$ cat src/rtl/alu_result_collector.sv
// Selects the lowest-index valid execution-unit result and buffers it, with its unit ID, in a
// first-word fall-through ring. Sticky collision/overflow flags. `ALU_RESULT_CNT_EN adds a
// saturating pop counter on RESULT_CNT.
module alu_result_collector #(
    parameter int N_UNITS   = 4,
    parameter int OUT_WIDTH = 32,
    parameter int DEPTH     = 2,
    parameter int ID_WIDTH  = 2
`ifdef ALU_RESULT_CNT_EN
    , parameter int CNT_WIDTH = 16
`endif
) (
    input  logic                          CLK,
    input  logic                          RST,
    input  logic [N_UNITS*OUT_WIDTH-1:0]  UNIT_DATA,
    input  logic [N_UNITS-1:0]            UNIT_VALID,
    output logic                          IN_READY,
    output logic signed [OUT_WIDTH-1:0]   ALU_OUT,
    output logic [ID_WIDTH-1:0]           UNIT_ID,
    output logic                          OUT_Valid,
    input  logic                          OUT_READY,
    input  logic                          ERR_CLR,
    output logic                          ERR_COLLISION,
    output logic                          ERR_OVERFLOW
`ifdef ALU_RESULT_CNT_EN
    , output logic [CNT_WIDTH-1:0]        RESULT_CNT
`endif
);

    localparam int PTR_W  = (DEPTH > 1) ? $clog2(DEPTH) : 1;
    localparam int FILL_W = PTR_W + 1;

    logic [OUT_WIDTH-1:0] data_mem [DEPTH];
    logic [ID_WIDTH-1:0]  id_mem   [DEPTH];
    logic [PTR_W-1:0]     rd_ptr;
    logic [PTR_W-1:0]     wr_ptr;
    logic [FILL_W-1:0]    fill;

    logic                 any_valid;
    logic                 multi_valid;
    logic                 push;
    logic                 pop;
    logic [OUT_WIDTH-1:0] win_data;
    logic [ID_WIDTH-1:0]  win_id;

    // Lowest index wins: scan downward so the last assignment is the lowest set bit.
    always_comb begin
        win_id   = '0;
        win_data = '0;
        for (int i = N_UNITS - 1; i >= 0; i--) begin
            if (UNIT_VALID[i]) begin
                win_id   = ID_WIDTH'(i);
                win_data = UNIT_DATA[i*OUT_WIDTH +: OUT_WIDTH];
            end
        end
    end

    assign any_valid   = |UNIT_VALID;
    assign multi_valid = |(UNIT_VALID & (UNIT_VALID - N_UNITS'(1)));

    // Handshake: an entry moves on any edge where its valid and ready are both high. IN_READY
    // depends only on the registered fill level, so a same-cycle pop never frees a slot for a push.
    assign IN_READY  = (fill != FILL_W'(DEPTH));
    assign OUT_Valid = (fill != '0);
    assign push      = any_valid & IN_READY;
    assign pop       = OUT_Valid & OUT_READY;

    assign ALU_OUT = OUT_Valid ? data_mem[rd_ptr] : '0;
    assign UNIT_ID = OUT_Valid ? id_mem[rd_ptr]   : '0;

    always_ff @(posedge CLK) begin
        if (push) begin
            data_mem[wr_ptr] <= win_data;
            id_mem[wr_ptr]   <= win_id;
        end
    end

    always_ff @(posedge CLK or negedge RST) begin
        if (!RST) begin
            rd_ptr <= '0;
            wr_ptr <= '0;
            fill   <= '0;
        end else begin
            if (push) wr_ptr <= wr_ptr + PTR_W'(1);
            if (pop)  rd_ptr <= rd_ptr + PTR_W'(1);
            if (push && !pop)      fill <= fill + FILL_W'(1);
            else if (pop && !push) fill <= fill - FILL_W'(1);
        end
    end

    // A new error event outranks a clear on the same edge.
    always_ff @(posedge CLK or negedge RST) begin
        if (!RST) begin
            ERR_COLLISION <= 1'b0;
            ERR_OVERFLOW  <= 1'b0;
        end else begin
            ERR_COLLISION <= multi_valid | (ERR_COLLISION & ~ERR_CLR);
            ERR_OVERFLOW  <= (any_valid & ~IN_READY) | (ERR_OVERFLOW & ~ERR_CLR);
        end
    end

`ifdef ALU_RESULT_CNT_EN
    always_ff @(posedge CLK or negedge RST) begin
        if (!RST) begin
            RESULT_CNT <= '0;
        end else if (ERR_CLR) begin
            RESULT_CNT <= '0;
        end else if (pop && (RESULT_CNT != '1)) begin
            RESULT_CNT <= RESULT_CNT + CNT_WIDTH'(1);
        end
    end
`endif

endmodule

$ cat config.mk
export PLATFORM = sky130hd
export DESIGN_NAME = alu_result_collector
export DESIGN_NICKNAME = d
export VERILOG_FILES = /design/src/rtl/alu_result_collector.sv
export SDC_FILE = /design/constraint.sdc
export NUM_CORES = 1
export LEC_CHECK = 0
export CORE_MARGIN = 3
export CORE_UTILIZATION = 47
export DETAILED_ROUTE_END_ITERATION = 16
export HOLD_SLACK_MARGIN = 0.1
export PLACE_DENSITY = 0.86
export SYNTH_ARGS = -nofsm -noshare
export SYNTH_HDL_FRONTEND = slang
export SYNTH_SLANG_ARGS = --single-unit
export TNS_END_PERCENT = 30
$ cat constraint.sdc
create_clock -name CLK -period 7.4 [get_ports CLK]
set_input_delay 1.11 -clock CLK [delete_from_list [all_inputs] [get_ports CLK]]
set_output_delay 1.11 -clock CLK [all_outputs]
set_load 0.005 [all_outputs]
==> results of run 1 <==
area by class of cell:
type	instances	area (µm²)	share of cell area [%]
inverters	4	15.0	0.243
clock inverters	5	103	1.66
multi-input cells	219	1850	29.9
repair buffers	177	1750	28.3
clock buffers	11	131	2.13
well taps	108	135	2.19
flip-flops and latches	74	2190	35.5
metrics by stage:
stage | worst slack (ps) | utilization [%] | power (µW) | hold WS (ps) | std cells
after floorplan | 3900 | - | 1150 | 455 | 328
after global placement | 3960 | 67.1 | 1580 | 524 | 582
after detailed placement | 3880 | 67.1 | 1610 | 533 | 582
after CTS | 3940 | 69.7 | 1970 | 544 | 598
after global routing | 3860 | 69.7 | 2060 | 564 | 598
final | 3960 | 69.7 | 1950 | 543 | 598
cells in the final DEF (no fill, tap or decap), drive strengths merged, types with 7 or more instances in the layout:
cell type      count
a221oi            32
and2b             15
buf                7
clkbuf            11
clkdlybuf4s50    170
edfxtp            68
mux2i             34
nand2             34
nor2              39
nor2b             19
o31ai             32
cell families after synthesis:
logic type,count (synthesis)
DFF,74
xor gates and xnor gates,5
and+or+nand+nor,110
buffers and inverters,35
adders and majority gates,1
muxes,34
AOI/OAI and AO/OA,69
state kept, by name, summed over array words and instances (netlist names):
signal and cells:
ERR_COLLISION 1, ERR_OVERFLOW 1, data_mem 64, fill 2, id_mem 4, rd_ptr 1
wr_ptr 1
power by group:
group	switching, µW	total [µW]	internal [µW]	leakage, µW
clock	137	361	224	0.000115
combinational	358	814	456	0.00146
sequential	98.8	771	672	0.000725
total	594	1950	1350	0.00230
layer usage:
| layer | vias up | part of all wire, % |
|---|---|---|
| li1 | 1546 | - |
| met5 | - | 0 |
| met2 | 118 | 55 |
| met4 | 0 | 1.1 |
| met1 | 1552 | 38 |
| met3 | 6 | 6.1 |
worst min-delay path, cell delays in order (launching register included):
cell,delay (ps)
sky130_fd_sc_hd__dfrtp_1,390
sky130_fd_sc_hd__inv_1,60
sky130_fd_sc_hd__o22ai_1,60
worst max-delay path by stage:
stage | start | slack (ps) | end
after floorplan | UNIT_VALID[1] | 3900 | data_mem[0][0]$_DFFE_PP_
after detailed placement | UNIT_VALID[1] | 3880 | data_mem[0][19]$_DFFE_PP_
after global placement | UNIT_VALID[1] | 3960 | data_mem[0][15]$_DFFE_PP_
after global routing | rd_ptr$_DFFE_PN0P_ | 3860 | ALU_OUT[6]
after CTS | rd_ptr$_DFFE_PN0P_ | 3940 | ALU_OUT[6]
final | rd_ptr$_DFFE_PN0P_ | 3960 | ALU_OUT[6]
==> metrics, run 1 <==
number of unique standard cell types used by synthesis 33; slowest stage cell on the critical path sky130_fd_sc_hd__dfrtp_2; nets@finish between 600 and 700; final setup vio count 0; boundary pin count between 150 and 200; number of hold-slack violations in the final timing report 0; Most Used Layer, Global Route met2; r2r endpoint data_mem[0][21]$_DFFE_PP_; cells traversed along the worst timing path mux2i_1, nor2_1, clkdlybuf4s50_1; post-cts sizing count 0; HPWL after detailed placement 7390 µm; Buf/Inv on CP 1; worst rel slew slack 18.1%; number of global-route vias before repair 3,409; number of max-cap violations 0; DR vias/cell 5.39; longest individual stage delay on the worst path 1070 ps; critical path endpoint category output port; horizontal die dimension between 100 and 150 µm; GRT Total Usage 20.5%; Compound-Gate Fraction of Synth Area 20.3%; antenna fix cells 0; Worst Tran Pin Value 1230 ps; Mapped Avg Cell Area 13.3 µm²; share of final-layout standard cells stronger than drive strength 1 ~20%; synthesized net count approximately 470; mapped cell area 4360 µm²; first-pass GRT wire length 16,600 µm; H-tree levels 3; max-slew violation total from the final report 0; signal arrival time at the worst endpoint 2330 ps; clock root buffer sky130_fd_sc_hd__clkbuf_8; Via Count 3,222; combinational family with the most area after synthesis compound AO/OA/AOI/OAI gates; Area after DPL about 5900 µm²; count of state elements after synthesis 74; crit start category register; HP Start ERR_OVERFLOW$_DFF_PN0_; area growth from synthesis to layout 41.6%; Floorplan Core Area 8850 µm²; number of placement rows 34; depth of the worst register-to-register path 3; worst hold-check path type register to register; routed wire length 10,600 µm; hold buffer count at CTS 0; asr flop ratio synth 8.11%; endpoint of the worst hold path ERR_OVERFLOW$_DFF_PN0_; startpoint of the worst-slack reg-to-reg timing path fill[0]$_DFFE_PN0P_; maximum clock path buffer count 2; most frequently used flop master after synthesis sky130_fd_sc_hd__edfxtp_1; Max Fclk 291 MHz; total overflow reported by the global router 0; number of buffers added by the clock tree synthesis step 9; met3 Use GR 2.87%; final instance area 6170 µm²; iteration-0 DRC count of the detailed router 146; adder-cell share of the synthesized area less than 1%; mux cell area share after synthesis 7.81%; number of antenna violations at the first check in global routing 0; register area share after synthesis 50.3%; count of cells along the worst hold path 2; cell accounting for the most synthesized area sky130_fd_sc_hd__edfxtp_1; final worst clock skew 11.4 ps; power density over cell area 315 nW/µm²; post-synthesis cell count 328; detailed-route wire length per cell between 15 and 20 µm; most numerous cell in the Yosys netlist sky130_fd_sc_hd__edfxtp_1; area fraction in and, or, nand and nor cells after synthesis between 10% and 20%; Stages on worst setup path 3; source-to-sink clock delay at the later pin of the worst-skew pair 330 ps; maximum number of pins on one net before global-route repair 70; met2 Resource Use GR 39.9%; clock slew at reported path FFs 80 ps; ratio of final minimum period to clock period 46.5%; Detailed Routing Iterations Pass 1 4; Crit Path Category register to output port; number of warning messages in the yosys log 0; Die ar. 10,500 µm²; DRC violation count after routing 0; CTS tree built; top cells by instance count after synthesis sky130_fd_sc_hd__edfxtp_1, sky130_fd_sc_hd__nor2_1, sky130_fd_sc_hd__mux2i_1, sky130_fd_sc_hd__nand2_1; clock period minus worst slack 3440 ps; effective utilization at floorplan 49.2%; Leak Pwr 0.00230 µW; Final GP Congestion roughly 0.7; WP data required ~6300 ps; buffers added on ports approximately 170; sinks on the clock net 74; met1 Resource Use GR 23.0%; number of enable flip-flop cells after synthesis 68; worst-path fanout max 35; Filler Cells Inserted ~640; RSZ-0062 raised after global routing no; setup slack, reg-to-reg 5340 ps; Area contributors post-synth sky130_fd_sc_hd__edfxtp_1, sky130_fd_sc_hd__a221oi_2, sky130_fd_sc_hd__o31ai_2; largest delay contributor family on the critical path flip-flops; Synth Area in XOR/XNOR 1.01%; antenna-violating nets left 0; result of the run finished clean; largest vdd supply drop 197 µV; fraction of post-synthesis cell area in the top cell type by area 46.9%; die height 102 µm; Sum Neg Setup Slack 0 ps; post-CTS setup repair buffer count 0
(Power assumes the default switching activity.)
==> run 2, diff against run 1 <==
Settings changed: CORE_UTILIZATION 47 to 44, PLACE_DENSITY 0.86 to 0.81.
Clock period 7.4 ns to 3.35 ns, I/O delays scaled along.
==> metrics, run 2 (synthesis gave the netlist of run 1 again) <==
Post-Place Worst Slack 799 ps; source-to-sink clock delay at the later pin of the worst-skew pair 340 ps; clock period minus worst slack 2630 ps; Final GP Congestion 0.759; hold buffer count at CTS 0; max FFs per register 64; nets@finish 628; CTS tree built; maximum clock path buffer count 2; area growth from synthesis to layout 42.7%; ratio of final minimum period to clock period 78.6%; Filler Cells Inserted 743; detailed-route wire length per cell 17.1 µm; RSZ-0062 raised after global routing no; H-tree levels 3; DR vias/cell 5.27; largest vdd supply drop 320 µV; iteration-0 DRC count of the detailed router between 100 and 150; worst hold-check path type primary input to asynchronous set/reset pin; max-slew violation total from the final report 0; final instance area 6220 µm²; final setup vio count 0; antenna-violating nets left 0; Max Fclk between 300 and 400 MHz; post-CTS setup repair buffer count 0; number of antenna violations at the first check in global routing 0; number of global-route vias before repair 3,533; DRC violation count after routing 0; worst rel slew slack approximately 43%; Via Count 3,292; worst hold margin 407 ps; die height 106 µm; largest registers data_mem x64, id_mem x4, fill x2; final core utilization 66.0%; sinks on the clock net 74; clock slew at reported path FFs 70 ps; top register by number of flip-flops data_mem; number of hold-slack violations in the final timing report 0; boundary pin count 174; total overflow reported by the global router 0; HPWL after detailed placement 7760 µm; share of final-layout standard cells stronger than drive strength 1 a little over a fifth; leading cell type in the layout, fill and taps excluded sky130_fd_sc_hd__clkdlybuf4s50_1; Leak Pwr 0.00231 µW; critical path endpoint category output port; final worst clock skew roughly 11 ps; commonest non-fill, non-tap cells in the layout sky130_fd_sc_hd__clkdlybuf4s50_1, sky130_fd_sc_hd__edfxtp_1, sky130_fd_sc_hd__nor2_1; clock root buffer sky130_fd_sc_hd__clkbuf_8; GRT Total Usage between 10% and 20%; number of max-cap violations 0; result of the run finished clean; horizontal die dimension 106 µm; final worst-path setup slack ~720 ps; Detailed Routing Iterations Pass 1 4; routed wire length about 11,000 µm; Worst Tran Pin Value between 800 and 900 ps; Area after DPL 6030 µm²; first-pass GRT wire length between 15,000 and 20,000 µm; post-cts sizing count 0; maximum number of pins on one net before global-route repair 69; Crit Path Category register to output port; number of placement rows 35; worst-path fanout max 16; effective utilization at floorplan 46.3%; Die ar. 11,100 µm²; WP data required between 2000 and 3000 ps; number of buffers added by the clock tree synthesis step 9; Floorplan Core Area between 9000 and 10,000 µm²; power density over cell area 673 nW/µm²; buffers added on ports 173; Sum Neg Setup Slack 0 ps; signal arrival time at the worst endpoint 2130 ps; antenna fix cells 0; crit start category register
## run 2: worst paths after layout
path	start	to	slack [ps]	cells after the start
setup / recovery	rd_ptr$_DFFE_PN0P_	ALU_OUT[8]	720	4
hold reg to reg	ERR_OVERFLOW$_DFF_PN0_	ERR_OVERFLOW$_DFF_PN0_	540	2
max in group asynchronous	RST	rd_ptr$_DFFE_PN0P_	2710	1
hold / removal	RST	ERR_COLLISION$_DFF_PN0_	410	1
min in group CLK	UNIT_VALID[1]	ERR_OVERFLOW$_DFF_PN0_	470	3
setup reg to reg	fill[0]$_DFFE_PN0P_	data_mem[1][16]$_DFFE_PP_	1490	4
## run 2: critical path: stages, from the launching register on
cell                              delay (ps)
sky130_fd_sc_hd__dfrtp_2                 670
sky130_fd_sc_hd__buf_4                   340
sky130_fd_sc_hd__mux2i_1                 250
sky130_fd_sc_hd__nor2_1                   60
sky130_fd_sc_hd__clkdlybuf4s50_1         470
## run 2: area by class of cell
cell class	instances	area [µm²]	share of cell area, %
inverter	4	15.0	0.241
clock inverter	6	57.6	0.926
clock buffer	10	128	2.05
multi-input combinational	219	1850	29.7
tap	129	161	2.60
timing repair buffer	183	1820	29.2
sequential	74	2190	35.3
## run 2: per-stage QoR
step | total power, µW | std cells
CTS | 4240 | 625
floorplan | 2540 | 328
global route | 4450 | 625
detailed placement | 3590 | 609
global placement | 3560 | 609
finish | 4190 | 625
## run 2: power breakdown
| part | internal, µW | total (µW) | switching, µW | leakage (µW) |
|---|---|---|---|---|
| Combinational | 1060 | 1920 | 856 | 0.00150 |
| Clock | 338 | 642 | 304 | 0.0000874 |
| Sequential | 1480 | 1630 | 153 | 0.000725 |
| Total | 2880 | 4190 | 1310 | 0.00231 |
## run 2: layer usage
layer / GRT usage, % / share of wire [%]
met1: 21.7 / 38
met2: 35.5 / 53
met3: 3.61 / 5.5
met4: 9.34 / 3.2
met5: 0 / 0
